$ cat src/rtl/times3_pkg.sv
// Shared definitions for the bit-serial 3N (AN-code, A=3) encoder.
//   W_DEF    : default operand width
//   state_t  : controller states, 2-bit encoded
//   LAST_IDX : index of the last result bit for the default width
//   last_idx : the same quantity for any width
package times3_pkg;

  localparam int W_DEF    = 64;
  localparam int LAST_IDX = W_DEF + 1;

  typedef enum logic [1:0] {
    IDLE = 2'd0,
    RUN  = 2'd1,
    DONE = 2'd2
  } state_t;

  function automatic int last_idx(input int w);
    return w + 1;
  endfunction

endpackage

$ cat src/rtl/serial_add_cell.sv
// Combinational 3-input bit adder used by the serial 3N encoder.
// It adds the current operand bit, the previous operand bit (x<<1 term)
// and the running carry.
//   b     : current operand bit (x term)
//   prev  : previous operand bit (2x term)
//   carry : carry from the previous step
//   sum   : result bit for this step
//   cout  : carry into the next step
module serial_add_cell (
  input  logic b,
  input  logic prev,
  input  logic carry,
  output logic sum,
  output logic cout
);

  // Largest sum is 3, so two bits always suffice.
  assign {cout, sum} = {1'b0, b} + {1'b0, prev} + {1'b0, carry};

endmodule

$ cat src/rtl/serial_times3_encoder.sv
// Bit-serial 3N encoder: y = 3*x = x + (x<<1), produced LSB-first, one bit
// per clock.
// Ports:
//   clk   : rising-edge clock
//   rst_n : asynchronous active-low reset
//   x     : W-bit operand, sampled on the load edge only
//   e     : level enable; rising starts a run, low returns to idle
//   y     : W+2-bit result, built bit by bit, final while f=1
//   f     : result valid
//   i     : index of the bit being produced (0..W+1), W+2 when done
//   busy  : high while the result is being produced
module serial_times3_encoder
  import times3_pkg::*;
#(
  parameter int W  = W_DEF,
  parameter int IW = $clog2(W + 3)
) (
  input  logic          clk,
  input  logic          rst_n,
  input  logic [W-1:0]  x,
  input  logic          e,
  output logic [W+1:0]  y,
  output logic          f,
  output logic [IW-1:0] i,
  output logic          busy
);

  localparam logic [IW-1:0] LAST_I = IW'(last_idx(W));
  localparam logic [IW-1:0] DONE_I = IW'(W + 2);

  state_t       state;
  logic [W-1:0] sh;
  logic         prev;
  logic         carry;
  logic         sum;
  logic         cout;

  serial_add_cell u_add (
    .b     (sh[0]),
    .prev  (prev),
    .carry (carry),
    .sum   (sum),
    .cout  (cout)
  );

  // NOTE: every register here uses non-blocking assignment so that all
  // updates within one edge see the pre-edge values (prev <= sh[0] must use
  // the bit that sum was just built from).
  always_ff @(posedge clk or negedge rst_n) begin
    if (!rst_n) begin
      state <= IDLE;
      sh    <= '0;
      prev  <= 1'b0;
      carry <= 1'b0;
      y     <= '0;
      f     <= 1'b0;
      i     <= '0;
      busy  <= 1'b0;
    end else begin
      case (state)
        IDLE: begin
          if (e) begin
            sh    <= x;
            prev  <= 1'b0;
            carry <= 1'b0;
            y     <= '0;
            i     <= '0;
            busy  <= 1'b1;
            f     <= 1'b0;
            state <= RUN;
          end
        end

        RUN: begin
          if (!e) begin
            // Abort: the partial result is discarded.
            y     <= '0;
            f     <= 1'b0;
            i     <= '0;
            busy  <= 1'b0;
            state <= IDLE;
          end else begin
            // y was cleared on load, so OR-ing in the new bit places it.
            y     <= y | ((W + 2)'(sum) << i);
            carry <= cout;
            prev  <= sh[0];
            // Zero fill lets the last two steps flush prev and carry.
            sh    <= sh >> 1;
            if (i == LAST_I) begin
              f     <= 1'b1;
              busy  <= 1'b0;
              i     <= DONE_I;
              state <= DONE;
            end else begin
              i <= i + 1'b1;
            end
          end
        end

        DONE: begin
          // Hold until e drops; no restart while e stays high.
          if (!e) begin
            f     <= 1'b0;
            i     <= '0;
            state <= IDLE;
          end
        end

        default: state <= IDLE;
      endcase
    end
  end

endmodule

$ cat config.mk
export PLATFORM = sky130hd
export DESIGN_NAME = serial_times3_encoder
export DESIGN_NICKNAME = d
export VERILOG_FILES = /design/src/rtl/times3_pkg.sv /design/src/rtl/serial_add_cell.sv /design/src/rtl/serial_times3_encoder.sv
export SDC_FILE = /design/constraint.sdc
export NUM_CORES = 1
export LEC_CHECK = 0
export ABC_AREA = 1
export BUFFER_PORTS_ARGS = -buffer_cell sky130_fd_sc_hd__buf_4
export CAP_MARGIN = 20
export CORE_MARGIN = 4
export CORE_UTILIZATION = 51
export DETAILED_ROUTE_END_ITERATION = 6
export HOLD_SLACK_MARGIN = 0.06
export PLACE_DENSITY = 0.82
export SLEW_MARGIN = 25
export SYNTH_ARGS = -nofsm -noshare
export SYNTH_HDL_FRONTEND = slang
export SYNTH_SLANG_ARGS = --single-unit
$ cat constraint.sdc
create_clock -name clk -period 2.1 [get_ports clk]
set_input_delay 0.21 -clock clk [delete_from_list [all_inputs] [get_ports clk]]
set_output_delay 0.21 -clock clk [all_outputs]
set_load 0.01 [all_outputs]
# ---- Yosys cells after proc, flatten, opt, wreduce, memory -nomap -nowiden
# Cells that the tools add are included.
# W data, S select, Z words.
dict set report op_classes {
  bitwise_logic 1
  n_eq_ne 7
  n_reduce_logical 9
  add_sub_neg 3
  muxes 29
  shifts 1
}
# operator n
set ops {}
lappend ops {{$mux W66} 2}
lappend ops {{$pmux W66 S2} 1}
lappend ops {{$mux W64} 2}
lappend ops {{$pmux W64 S2} 1}
lappend ops {{$or A66 B66 Y66} 1}
lappend ops {{$shl A1 B7 Y66} 1}
lappend ops {{$mux W7} 4}
lappend ops {{$pmux W7 S3} 1}
lappend ops {{$reduce_and A3 Y1} 4}
lappend ops {{$mux W1} 9}
lappend ops {{$mux W2} 4}
lappend ops {{$add A7 B1 Y7 const B} 1}
lappend ops {{$eq A7 B7 Y1 const B} 1}
lappend ops {{$ne A2 B2 Y1 const B} 3}
lappend ops {{$pmux W1 S2} 3}
lappend ops {{$pmux W2 S3} 1}
lappend ops {{$reduce_and A4 Y1} 1}
lappend ops {{$ne A3 B3 Y1 const B} 1}
lappend ops {{$pmux W1 S3} 1}
lappend ops {{$reduce_bool A3 Y1} 1}
lappend ops {{$add A1 B1 Y2} 1}
lappend ops {{$add A2 B1 Y2} 1}
lappend ops {{$eq A2 B1 Y1 const B} 1}
lappend ops {{$eq A2 B2 Y1 const B} 1}
lappend ops {{other kinds (3)} 3}
dict set report totals {
  input_bits 67
  output_inout_bits 75
  ff_bits 143
}

# ---- Longest topological paths before layout
# Gate-level depths: netlist of run 1.
dict set report depth {
  word_depth 6
  ltp_mapped 9
  ltp_nobuf 9
}

# ---- Cells and area by module
# Synthesis of run 1 repeated with hierarchy kept, for this count alone.
dict set report hier_totals {
  cells_unflattened 725
  hier_area_um2 6297.3
}
# mod area_per_inst_um2 cells_per_inst n_inst seq_area_each_um2
set by_module_without_submodules {}
lappend by_module_without_submodules {serial_times3_encoder 6277.3 724 1 3578.4}
lappend by_module_without_submodules {serial_add_cell 20.0 1 1 0.0}

# ---- Worst setup path after synthesis of run 1
# No wires, ideal clock.
dict set report synth_path {
  kind {register -> register}
  from {reg prev}
  to {reg y[22]}
  path_stages_with_launch 6
  n_path_buf 0
  required_time_ps 2035
  path_slack_ps 477
  t_arrival_ps 1557
  period_less_slack_ps 1623
  path_cell_list {dfrtp_1 -> fa_1 -> nand3_1 -> nor3_1 -> nand3_1 -> nand2_1}
}
dict set report synth_via {
  elab_chain_cells 6
}
# element line_no
set synth_lines {}
lappend synth_lines {{start: declaration} serial_times3_encoder.sv:33} ;# logic prev;
lappend synth_lines {{start signal: assignment} serial_times3_encoder.sv:86} ;# prev <= sh[0];
lappend synth_lines {{$add A1 B1 Y2} serial_add_cell.sv:18} ;# assign {cout, sum} = {1'b0, b} + {1'b0, prev} + {1'b0, carry};
lappend synth_lines {{$add A2 B1 Y2} serial_add_cell.sv:18}
lappend synth_lines {{$shl A1 B7 Y66} serial_times3_encoder.sv:84} ;# y <= y | ((W + 2)'(sum) << i);
lappend synth_lines {{$or A66 B66 Y66} serial_times3_encoder.sv:84}
lappend synth_lines {{$mux W66} serial_times3_encoder.sv:75} ;# if (!e) begin
lappend synth_lines {{$pmux W66 S2} serial_times3_encoder.sv:60} ;# case (state)
lappend synth_lines {{end signal: assignment} serial_times3_encoder.sv:84}
lappend synth_lines {{end: declaration} serial_times3_encoder.sv:22} ;# output logic [W+1:0] y,
# No other way between the ends.
# A chain may end at the register's enable or synchronous reset.

# ---- Final worst setup path of run 1
dict set report layout_path {
  from {reg state[1]}
  to {reg y[42]}
}
dict set report layout_via {
  elab_chain_cells 3
}
# element line_no
set layout_lines {}
lappend layout_lines {{start: declaration} serial_times3_encoder.sv:31} ;# state_t state;
lappend layout_lines {{start signal: assignment} serial_times3_encoder.sv:51} ;# state <= IDLE;
lappend layout_lines {{start signal: assignment} serial_times3_encoder.sv:70} ;# state <= RUN;
lappend layout_lines {{start signal: assignment} serial_times3_encoder.sv:81} ;# state <= IDLE;
lappend layout_lines {{$eq A2 B1 Y1 or $logic_not A2 Y1 (tied branches)} serial_times3_encoder.sv:60}
lappend layout_lines {{$reduce_bool A2 Y1 (no line) or $ne A2 B2 Y1 (tied branches)} -}
lappend layout_lines {{$reduce_and A2 Y1 (no line)} -}
# Parallel ways exist; a longest one is shown, timed or not.

==> flow_metrics.py, run 1 <==
metrics = {
    "run_status": {
        "status": "finished, violations left",
        "violations": "design-rule violations",
    },
    "critical_path": {
        "path_max_fanout": 30,
        "crit_arrival_ns": 2.22,
        "cp_slowest_cell": "inv_1",
        "slowest_delay_ns": 0.46,
        "crit_family": "buffers and inverters",
        "path_common_cell": "inv_2",
        "cp-start-kind": "register",
        "crit_buf_inv": 3,
        "cp-end-kind": "register",
        "critical_path_class": "register to register",
        "path_cells": "inv_2 > nand2_2 > nor2_4 > inv_2 > nor2_1 > inv_1 > o21ai_1",
        "critPathRequiredTime_ns": 2.42,
    },
    "placement": {
        "place_area_um2": 7280,
        "gp_congestion": 0.921,
        "io_buffers": 141,
        "hpwl_um": 10600,
    },
    "flow_run": {
        "maxCapViolations": 0,
    },
    "logic_synthesis": {
        "synth_largest_area_cell": "dfrtp_1",
        "yosys.cell_types.count": 26,
        "synthCells": 713,
        "netlist_area_um2": 6090,
        "synth_ff_type": "dfrtp_1",
        "synth.top_cell.area_share_pct": 58.7,
        "synth_edf_count": 0,
        "syn-num-nets": 783,
        "syn_area_per_cell_um2": 8.54,
        "seq_area_frac_synth_pct": 58.7,
        "synth_area_leaders": "dfrtp_1 (59%), nand2_1 (16%), a31oi_1 (6.4%)",
        "yosysWarnings": 0,
        "ys_top_cells_by_count": "nand2_1 (254), dfrtp_1 (143), nor2_1 (84)",
        "synth-seq-cells": 143,
        "async_flop_share_pct": 100,
        "yosysMostFrequentCell": "nand2_1",
    },
    "global_route": {
        "grt_overflow": 0,
        "antenna_found_initial": 0,
        "track_usage_pct": 24.5,
        "grt_pass1_vias": 5524,
        "grt_max_degree": 67,
        "grt_pass1_wl_um": 26500,
    },
    "power_and_ir_drop": {
        "p_leak_nw": 3.96,
        "peakVddDrop_mv": 0.459,
        "power.total_mw": 7.20,
        "p_per_area_nw_per_um2": 867,
    },
    "timing": {
        "fin_crit_sh_pct": 90.9,
        "hold_violations": 0,
        "slew_headroom_pct": 33.1,
        "setup_tns_ns": 0,
        "setup_viol": 0,
        "rsz0062_at_grt": "yes",
        "worst_slew_pin_slew_ns": 1.00,
        "min_period_ns": 1.91,
        "fmax_mhz": 524,
        "finClkSkew_ns": 0.00623,
        "holdWs_ns": 0.0740,
        "slew_violations": 0,
    },
    "cells_and_area": {
        "syn2layout_area_growth_pct": 36.2,
        "drive_gt1_share_pct": 21.4,
        "fin_nets": 951,
        "fin_area_um2": 8300,
        "multi_input_area_um2": 2270,
        "fill_cells": 870,
        "final_core_util_pct": 71.8,
        "seqCellArea_um2": 3580,
        "antenna_cells": 0,
    },
    "clocking": {
        "cts_buffer_depth": 2,
        "clk_transition_reported_paths_ns": 0.06,
        "clock_sinks": 143,
        "cts_tree": "built",
        "cts-buffers-inserted": 17,
        "cts_root_buffer": "clkbuf_16",
        "h-tree-depth": 4,
        "postCtsSetupRepairBufs": 0,
        "clk_latency_ns": 0.42,
    },
    "drt": {
        "drtIter0Drc": 688,
        "route.detailed.drc": 5,
        "post_drt_wl_per_cell_um": 15.6,
        "num_vias": 5625,
        "ant_nets": 0,
        "finalWirelength_um": 16200,
        "vias_per_cell": 5.42,
        "dr.pass1.iters": 7,
    },
    "floorplan": {
        "start_util_pct": 52.7,
        "rows": 39,
        "die_y_um": 117,
        "chipWidth_um": 117,
        "io_pins": 142,
        "core-area_um2": 11600,
        "die_area_um2": 13800,
    },
    "worst_hold_path": {
        "min_path_type": "primary input to register",
    },
}
cell usage in the layout (no fill, tap or decap), types with 5 or more instances in the layout:
cell type	instances
inv_1	15
clkbuf_16	17
dlygate4sd3_1	42
nand3_1	13
a31oi_1	62
dfrtp_1	143
o21ai_1	37
nor2_1	84
buf_4	146
nand4_1	7
nand2_1	254
o21ai_0	33
clkinvlp_4	5
power by group:
part	total [mW]	internal [mW]	switching, mW	leakage, nW
Combinational	1.04	0.425	0.617	1.86
Sequential	3.16	3.00	0.156	1.82
Clock	3.00	1.82	1.18	0.275
state kept, by name (all words and copies together), names as in the netlist:
signal,count
sh,64
carry,1
state,2
i,7
busy,1
y,66
prev,1
f,1
cells by family (layout without fill, tap and decap cells):
kind of cell | Yosys count | count (layout) | synth area share, %
adders and majority gates | 3 | 3 | 0.739
buffers and inverters | 64 | 245 | 4.37
DFF | 143 | 143 | 58.7
AOI/OAI and AO/OA | 138 | 138 | 12.8
and+or+nand+nor | 365 | 365 | 23.4
area by class of cell:
| class | count | area share [%] |
|---|---|---|
| clock buffers | 20 | 5.50 |
| clock inverters | 12 | 1.61 |
| inverters | 20 | 0.905 |
| multi-input cells | 506 | 27.3 |
| flip-flops and latches | 143 | 43.1 |
| well taps | 143 | 2.16 |
| repair buffers | 193 | 19.4 |
metal layers:
metal	global-route usage, %	vias to the layer above	share of wire [%]
li1	-	2684	-
met1	31.6	2653	40
met2	40.6	264	50
met3	6.94	24	7.9
met4	6.96	0	1.3
met5	0	-	0
tightest hold or removal path: stages:
cell and delay (ns):
buf_4 0.10, nand2_1 0.05, a31oi_1 0.08
repair_timing:
| item | in CTS | in global routing |
|---|---|---|
| hold endpoints to repair | 101 | 0 |
| setup endpoints to repair | 0 | 2 |
| gates resized for setup | 0 | 1 |
| hold buffers | 42 | 0 |
path summary, 6_finish.rpt:
| kind | from | endpoint | slack (ns) | depth (start not counted) |
|---|---|---|---|---|
| min in group asynchronous | rst_n | y[47]$_DFFE_PN0P_ | 0.36 | 2 |
| max reg2reg | state[1]$_DFFE_PN0P_ | y[42]$_DFFE_PN0P_ | 0.19 | 7 |
| max | state[1]$_DFFE_PN0P_ | y[42]$_DFFE_PN0P_ | 0.19 | 7 |
| min | x[8] | sh[8]$_DFFE_PN0P_ | 0.07 | 3 |
| max in group asynchronous | rst_n | sh[12]$_DFFE_PN0P_ | 1.10 | 3 |
| min reg2reg | f$_DFFE_PN0P_ | f$_DFFE_PN0P_ | 0.48 | 2 |
per-stage QoR:
| stage | cells | setup slack, ns |
|---|---|---|
| CTS | 1037 | 0.185 |
| global placement | 963 | 0.283 |
| floorplan | 713 | 0.477 |
| global route | 1037 | -0.0152 |
| finish | 1037 | 0.192 |
| detailed placement | 963 | 0.228 |
Note: power is estimated with default switching activity, not from simulation.
==> inputs of run 2 (changes only) <==
CORE_MARGIN = 2   (was 4)
MAX_ROUTING_LAYER = met4   (was not set)
==> run 2 against run 1 <==
Against the previous run: the flow now finishes without violations; final cell count decreased by 2.5%; critical path type unchanged; clock-buffer cell count unchanged; cell area shrank 2.8%; setup slack worse by 0.041 ns; critical endpoint is now y[26]$_DFFE_PN0P_; hold slack got worse by 0.0076 ns; first-iteration DRC count down 35%; combinational power fell by 5%; largest power group is now the clock network; critical path depth decreased by 2; sequential share of layout area grew 1.2 points.
==> flow_metrics.py, run 2 (synthesis gave the netlist of run 1 again) <==
metrics = {
    "timing": {
        "setup_tns_ns": 0,
        "holdWs_ns": 0.0664,
        "setup_viol": 0,
        "fin_crit_sh_pct": 92.8,
        "slew_headroom_pct": 59.2,
        "slew_violations": 0,
        "hold_violations": 0,
        "finClkSkew_ns": 0.00738,
        "worst_slew_pin_slew_ns": 0.612,
        "min_period_ns": 1.95,
        "fmax_mhz": 513,
        "rsz0062_at_grt": "no",
    },
    "drt": {
        "num_vias": 5520,
        "dr.pass1.iters": 5,
        "route.detailed.drc": 0,
        "vias_per_cell": 5.46,
        "post_drt_wl_per_cell_um": 15.0,
        "finalWirelength_um": 15200,
        "ant_nets": 0,
        "drtIter0Drc": 445,
    },
    "global_route": {
        "grt_overflow": 0,
        "antenna_found_initial": 0,
        "grt_pass1_wl_um": 25100,
        "grt_pass1_vias": 5278,
        "grt_max_degree": 67,
        "track_usage_pct": 25.1,
    },
    "floorplan": {
        "die_area_um2": 12800,
        "rows": 39,
        "die_y_um": 113,
        "chipWidth_um": 113,
        "core-area_um2": 11500,
        "start_util_pct": 52.9,
        "io_pins": 142,
    },
    "critical_path": {
        "slowest_delay_ns": 0.64,
        "cp-start-kind": "register",
        "r2r-end": "y[26]$_DFFE_PN0P_",
        "critPathRequiredTime_ns": 2.42,
        "reg2reg_from": "prev$_DFFE_PN0P_",
        "crit_arrival_ns": 2.27,
        "cp-end-kind": "register",
        "cp_slowest_cell": "fa_1",
        "worst_r2r_path_depth": 5,
        "crit_family": "adder cells",
        "path_cells": "fa_1 > nand3_1 > nor2_1 > nand2_1 > o21ai_0",
        "crit_buf_inv": 0,
        "r2r_setup_slack_ns": 0.15,
        "critical_path_class": "register to register",
        "path_max_fanout": 4,
    },
    "power_and_ir_drop": {
        "p_per_area_nw_per_um2": 914,
        "peakVddDrop_mv": 0.491,
        "p_leak_nw": 3.87,
    },
    "clocking": {
        "cts_root_buffer": "clkbuf_16",
        "cts-buffers-inserted": 17,
        "h-tree-depth": 4,
        "clock_sinks": 143,
        "cts_tree": "built",
        "clk_latency_ns": 0.41,
        "cts_buffer_depth": 2,
        "clk_transition_reported_paths_ns": 0.06,
    },
    "cells_and_area": {
        "top_register": "y",
        "syn2layout_area_growth_pct": 32.5,
        "largestRegisters": "y x66, sh x64, i x7",
        "antenna_cells": 0,
        "drive_gt1_share_pct": 22.7,
        "fin_nets": 925,
        "largest_reg_flops": 66,
        "layout_commonest_cell": "nand2_1",
        "layout_common_cells": "nand2_1 (254), buf_4 (150), dfrtp_1 (143)",
        "seqCellArea_um2": 3580,
        "multi_input_area_um2": 2270,
        "fin_area_um2": 8070,
        "fill_cells": 843,
    },
    "worst_hold_path": {
        "min-delay-start": "x[41]",
        "min_path_type": "primary input to register",
        "hold_end": "sh[41]$_DFFE_PN0P_",
        "whs_path_depth": 3,
    },
    "placement": {
        "io_buffers": 141,
        "gp_congestion": 0.930,
        "place_area_um2": 7280,
        "hpwl_um": 10400,
    },
    "run_status": {
        "status": "completed",
    },
    "flow_run": {
        "maxCapViolations": 0,
    },
}
-- run 2: report_power, final --
| group | leakage, nW | switching (mW) | internal (mW) |
|---|---|---|---|
| registers | 1.82 | 0.153 | 3.00 |
| logic | 1.74 | 0.601 | 0.389 |
| clock network | 0.307 | 1.17 | 2.06 |
-- run 2: how the worst max path moves through the flow --
stage | end | cells after the start | startpoint | slack [ns]
2_1_floorplan | y[22]$_DFFE_PN0P_ | 5 | prev$_DFFE_PN0P_ | 0.48
3_3_place_gp | y[13]$_DFFE_PN0P_ | 7 | state[1]$_DFFE_PN0P_ | 0.26
3_5_place_dp | y[25]$_DFFE_PN0P_ | 7 | state[1]$_DFFE_PN0P_ | 0.11
4_1_cts | y[19]$_DFFE_PN0P_ | 7 | state[1]$_DFFE_PN0P_ | 0.10
5_1_grt | y[7]$_DFFE_PN0P_ | 5 | prev$_DFFE_PN0P_ | 0.05
6_report | y[26]$_DFFE_PN0P_ | 5 | prev$_DFFE_PN0P_ | 0.15
-- run 2: metal layers --
layer | vias to the layer above | wire length, um | GRT usage (%)
li1 | 2626 | - | -
met2 | 229 | 7560 | 39.8
met1 | 2644 | 6400 | 32.5
met4 | 0 | 197 | 7.56
met5 | - | 0 | -
met3 | 21 | 1010 | 6.16
-- run 2: repair_timing --
item	in CTS	in global routing
gates resized for setup	0	4
endpoints found under the setup margin	0	25
hold buffers	12	0
buffers inserted	0	2
endpoints found under the hold margin	47	0
-- run 2: worst reg2reg max path, cell delays in order (launching register included) --
cell     delay (ns)
dfrtp_1        0.41
fa_1           0.64
nand3_1        0.23
nor2_1         0.26
nand2_1        0.11
o21ai_0        0.22
-- run 2: final cells by class --
| type | instances | area share [%] |
|---|---|---|
| clock buffer | 20 | 5.66 |
| clock inverter | 12 | 2.23 |
| inverter | 20 | 0.977 |
| multi-input combinational | 506 | 28.1 |
| sequential | 143 | 44.3 |
| tap | 143 | 2.22 |
| timing repair buffer | 166 | 16.3 |
| timing repair inverter | 1 | 0.0930 |
-- run 2: through the flow --
| stage | power [mW] | cells | setup WS (ns) | util [%] |
|---|---|---|---|---|
| floorplan | 3.80 | 713 | 0.477 | - |
| global placement | 4.11 | 964 | 0.261 | 63.2 |
| finish | 7.37 | 1011 | 0.151 | 70.1 |
| detailed placement | 4.16 | 964 | 0.111 | 63.2 |
| global route | 7.69 | 1011 | 0.0542 | 70.1 |
| CTS | 7.40 | 1008 | 0.103 | 69.8 |
